==> src/rtl/nibble_serial_add_seq.sv <==
// nibble_serial_add_seq: runs a W-bit add/subtract through one shared
// external 4-bit adder, one nibble per clock, LSB first.
module nibble_serial_add_seq #(
   parameter int NIBBLES = 4
) (
   input  logic                 clk,
   input  logic                 rst,
   input  logic                 start,
   input  logic                 sub,
   input  logic [4*NIBBLES-1:0] op_a,
   input  logic [4*NIBBLES-1:0] op_b,
   output logic                 busy,
   output logic                 done,
   output logic [4*NIBBLES-1:0] result,
   output logic                 carry_out,
   output logic                 overflow,
   output logic [3:0]           add_a,
   output logic [3:0]           add_b,
   output logic                 add_cin,
   input  logic [3:0]           add_s,
   input  logic                 add_cout
);

   localparam int W  = 4 * NIBBLES;
   localparam int KW = (NIBBLES > 1) ? $clog2(NIBBLES) : 1;
   localparam logic [KW-1:0] KLAST = KW'(NIBBLES - 1);

   typedef enum logic {
      IDLE,
      RUN
   } state_t;

   state_t        state;
   state_t        state_d;
   logic [KW-1:0] k;
   logic [KW+1:0] base;
   logic          c;
   logic          sub_q;
   logic [W-1:0]  a_q;
   logic [W-1:0]  b_q;
   logic          last;
   logic          accept;
   logic          ovf_d;

   assign base  = {k, 2'b00};
   assign last  = (k == KLAST);
   assign ovf_d = (a_q[W-1] == (b_q[W-1] ^ sub_q))
                && (add_s[3] != a_q[W-1]);

   always_ff @(posedge clk) begin
      if (rst) begin
         state <= IDLE;
      end else begin
         state <= state_d;
      end
   end

   // adder inputs are forced to zero outside RUN
   always_comb begin
      state_d = state;
      busy    = 1'b0;
      accept  = 1'b0;
      add_a   = 4'h0;
      add_b   = 4'h0;
      add_cin = 1'b0;
      unique case (state)
         IDLE: begin
            if (start) begin
               accept  = 1'b1;
               state_d = RUN;
            end
         end
         RUN: begin
            busy    = 1'b1;
            add_a   = a_q[base +: 4];
            add_b   = b_q[base +: 4] ^ {4{sub_q}};
            add_cin = c;
            if (last) begin
               state_d = IDLE;
            end
         end
         default: state_d = IDLE;
      endcase
   end

   always_ff @(posedge clk) begin
      if (rst) begin
         k         <= '0;
         c         <= 1'b0;
         sub_q     <= 1'b0;
         a_q       <= '0;
         b_q       <= '0;
         done      <= 1'b0;
         result    <= '0;
         carry_out <= 1'b0;
         overflow  <= 1'b0;
      end else begin
         done <= 1'b0;
         if (accept) begin
            a_q    <= op_a;
            b_q    <= op_b;
            sub_q  <= sub;
            c      <= sub;
            k      <= '0;
            result <= '0;
         end else if (busy) begin
            result[base +: 4] <= add_s;
            c <= add_cout;
            k <= k + 1'b1;
            if (last) begin
               k         <= '0;
               done      <= 1'b1;
               carry_out <= add_cout;
               overflow  <= ovf_d;
            end
         end
      end
   end

endmodule

==> config.mk <==
export PLATFORM = sky130hd
export DESIGN_NAME = nibble_serial_add_seq
export DESIGN_NICKNAME = d
export VERILOG_FILES = /design/src/rtl/nibble_serial_add_seq.sv
export SDC_FILE = /design/constraint.sdc
export NUM_CORES = 1
export LEC_CHECK = 0
export BUFFER_PORTS_ARGS = -buffer_cell sky130_fd_sc_hd__buf_4
export CAP_MARGIN = 20
export CORE_MARGIN = 2
export CORE_UTILIZATION = 30
export CTS_CLUSTER_DIAMETER = 200
export DETAILED_ROUTE_END_ITERATION = 8
export SLEW_MARGIN = 20
export SYNTH_ARGS = -nofsm -noshare
export SYNTH_HDL_FRONTEND = slang
export SYNTH_SLANG_ARGS = --single-unit
==> constraint.sdc <==
create_clock -name clk -period 2.36 [get_ports clk]
set_input_delay 0.118 -clock clk [delete_from_list [all_inputs] [get_ports clk]]
set_output_delay 0.118 -clock clk [all_outputs]
set_load 0.02 [all_outputs]
==> out/qor.yml <==
run_status:
  status: "completed"
critical_path:
  r2r-end: "result[6]$_SDFFE_PP0P_"
  rr_worst_depth: 5
  crit_fanout: 14
  path_common_cell: "buf_4"
  r2r-start: "k[0]$_SDFFE_PP0P_"
  crit_buf_inv: 2
  cp.arrival_ns: 1.89
  cp_top_family: "multiplexers"
  slowest_delay_ns: 0.59
  ff2ff_setup_slack_ns: 0.70
  start_kind: "flip-flop"
  end_kind: "primary output"
  cp.required_ns: 2.24
  slowest_stage: "mux4_1"
  cp_cell_sequence: "buf_4 -> mux4_1 -> and2_1 -> buf_4"
  timing_worst_setup_path_type: "flip-flop to primary output"
sta:
  fin_skew_ns: 0.004834
  hold_viol: 0
  setup_viol: 0
  period_needed_ns: 2.010
  tightest_slew_ns: 0.7192
  clock.fmax_mhz: 497.5
  relSlewSlack: 0.5206
  tns_ns: 0
  post-route-period-util: 0.8517
  rsz0062_at_grt: "false"
  slew_viol_final: 0
logic_synthesis:
  synthMuxAreaShare: 0.09158
  synth.distinct_cells: 32
  synth_edf_count: 0
  synthXorXnorAreaFrac: 0.03102
  yosys.area_share.simple: 0.2255
  syn_inst: 292
  synth.cell_area_um2: 2541
  ys_ff_latch: 56
  syn_area_per_cell_um2: 8.703
  yosys_warnings: 0
  synth_top_family_by_area: "simple AND/OR/NAND/NOR gates"
  syn_nets: 339
  synthAdderAreaFrac: 0.02954
  postSynth.topFlopCell: "dfxtp_1"
  synth-seq-area-share: 0.4412
  synthArstFlopShare: 0
  synth_compound_area_frac: 0.1246
placed_design:
  numPlacedInstances: 451
  dp_hpwl_mm: 4.504
  numPortBuffers: 69
  gp_congestion: 0.7288
clock_tree:
  cts_hold_buf: 0
  root_buffer: "clkbuf_8"
  clockBufferDepth: 2
  post_cts_resized: 0
  path_clk_slew_ns: 0.10
  htree_levels: 2
  cts_tree: "yes"
  post_cts_buffers: 0
  numClockSinks: 56
  clk_latency_ns: 0.30
  numCtsBuffers: 5
power_and_ir_drop:
  cellPowerDensity_nw_per_um2: 596.8
  sw_frac_of_total: 0.2500
  pwr-share-clk: 0.320
  seq_power_share: 0.528
  p_int_w: 0.001436
  p_sw_w: 0.0004788
  leakagePower_nw: 1.287
  total_power_w: 0.001915
  ir_worst_vdd_mv: 0.2557
  pwr-share-comb: 0.152
min_path:
  hp-class: "input pin to flip-flop"
  hold_path_depth: 3
  min_to: "a_q[8]$_SDFFE_PP0P_"
  hold_start: "op_a[8]"
routing:
  vias_per_cell: 4.680
  drt_wl_total_mm: 6.027
  postRouteAntennaNets: 0
  drc: 0
  vias: 2148
  firstDrtPassIters: 4
  wire_per_inst_um: 13.13
  drt_iter0_markers: 56
global_route:
  track_usage: 0.1311
  grt_overflow: 0
  antenna_found_initial: 0
  grt_max_degree: 40
  grt_pass1_vias: 2017
  grt_pass1_wl_mm: 9.425
floorplan:
  start_util: 0.3093
  die_h_um: 96.04
  core_um2: 8217
  fp-row-count: 33
  die_width_um: 96.04
  io_pins: 70
  die_area_um2: 9223
cells_and_area:
  area_growth_syn_to_layout_pct: 26.29
  fin_cells: 459
  seqCellArea_um2: 1121
  final_nets: 400
  diodes: 0
  drive_gt1_frac: 0.2514
  n_fill_cell: 863
  multiInputGateArea_um2: 1279
flow_run:
  maxCapViolCount: 0
-- power by group through the flow --
stage / Clock [W] / Sequential, W / Combinational, W
global route: 0.000666 / 0.00102 / 0.000324
finish: 0.000612 / 0.00101 / 0.000292
floorplan: 0 / 0.00103 / 0.000196
CTS: 0.000634 / 0.00101 / 0.000296
global placement: 0 / 0.00103 / 0.000291
detailed placement: 0 / 0.00103 / 0.000295
-- synth_stat cells, drive strengths merged, types with 6 or more instances --
library cell	count	area, um2
dfxtp	56	1121
mux2i	12	120.1
buf	17	121.4
nand4	8	50.05
a21oi	48	247.7
xor2	8	70.07
and2	6	37.54
nor2	9	33.78
nand2	86	322.8
ha	6	75.07
-- registers in the layout (all words and copies together) (netlist names) --
signal     count
carry_out      1
c              1
sub_q          1
state          1
a_q           16
done           1
result        16
b_q           16
overflow       1
k              2
-- logic make-up (layout without fill, tap and decap cells) --
| logic type | Yosys count | in the layout |
|---|---|---|
| adders and majority gates | 6 | 6 |
| and+or+nand+nor | 124 | 124 |
| muxes | 17 | 17 |
| xor gates and xnor gates | 9 | 9 |
| DFF | 56 | 56 |
| buffers and inverters | 23 | 85 |
| AOI/OAI and AO/OA | 57 | 57 |
-- cell usage in the layout (no fill, tap or decap), types with 2 or more instances in the layout --
cell type	netlist	final
clkbuf_8	0	5
nand2b_1	3	3
xor2_1	8	8
dfxtp_1	56	56
mux4_1	3	3
a21oi_1	46	46
a32oi_1	4	4
inv_1	2	2
a21oi_2	2	2
nand4_1	8	8
nor2b_1	3	2
o22ai_1	4	4
buf_4	4	75
and2_1	6	6
nand4b_1	4	4
nor2_1	9	9
nand2_1	86	86
ha_1	6	6
mux2i_1	12	12
-- cell type report --
class | count | share of cell area
clock buffer | 6 | 0.02261
clock inverter | 2 | 0.01092
inverter | 2 | 0.002339
multi-input combinational | 213 | 0.3984
sequential | 56 | 0.3493
tap | 105 | 0.04094
timing repair buffer | 75 | 0.1754
-- worst max-delay path by stage --
stage	to	cells after the start	startpoint
2_1_floorplan	result[10]$_SDFFE_PP0P_	8	k[0]$_SDFFE_PP0P_
3_3_place_gp	add_a[1]	4	k[0]$_SDFFE_PP0P_
3_5_place_dp	add_a[0]	4	k[0]$_SDFFE_PP0P_
4_1_cts	add_a[0]	4	k[0]$_SDFFE_PP0P_
5_1_grt	add_a[0]	4	k[0]$_SDFFE_PP0P_
6_report	add_a[0]	4	k[0]$_SDFFE_PP0P_
-- stage by stage --
stage	utilization	cell area [um2]	hold WS, ns	setup WS (ns)
floorplan	-	2541	0.2540	0.4794
global placement	0.3775	3102	0.3706	0.6987
detailed placement	0.3775	3102	0.3731	0.6769
CTS	0.3906	3209	0.03955	0.3247
global route	0.3906	3209	0.04508	0.2566
finish	0.3906	3209	0.05424	0.3500
-- worst reg2reg max path: stages, from the launching register on --
cell,delay (ns)
dfxtp_1,0.40
inv_1,0.10
ha_1,0.42
and4bb_1,0.39
nand4_1,0.15
a21oi_2,0.14
-- routing by layer --
layer / vias to the layer above / global-route usage / share of wire
met2: 51 / 0.2199 / 0.48
met3: 6 / 0.02976 / 0.052
met5: - / 0 / 0
met4: 0 / 0.04524 / 0.013
met1: 980 / 0.1651 / 0.45
li1: 1111 / - / -
(Power assumes the default switching activity.)
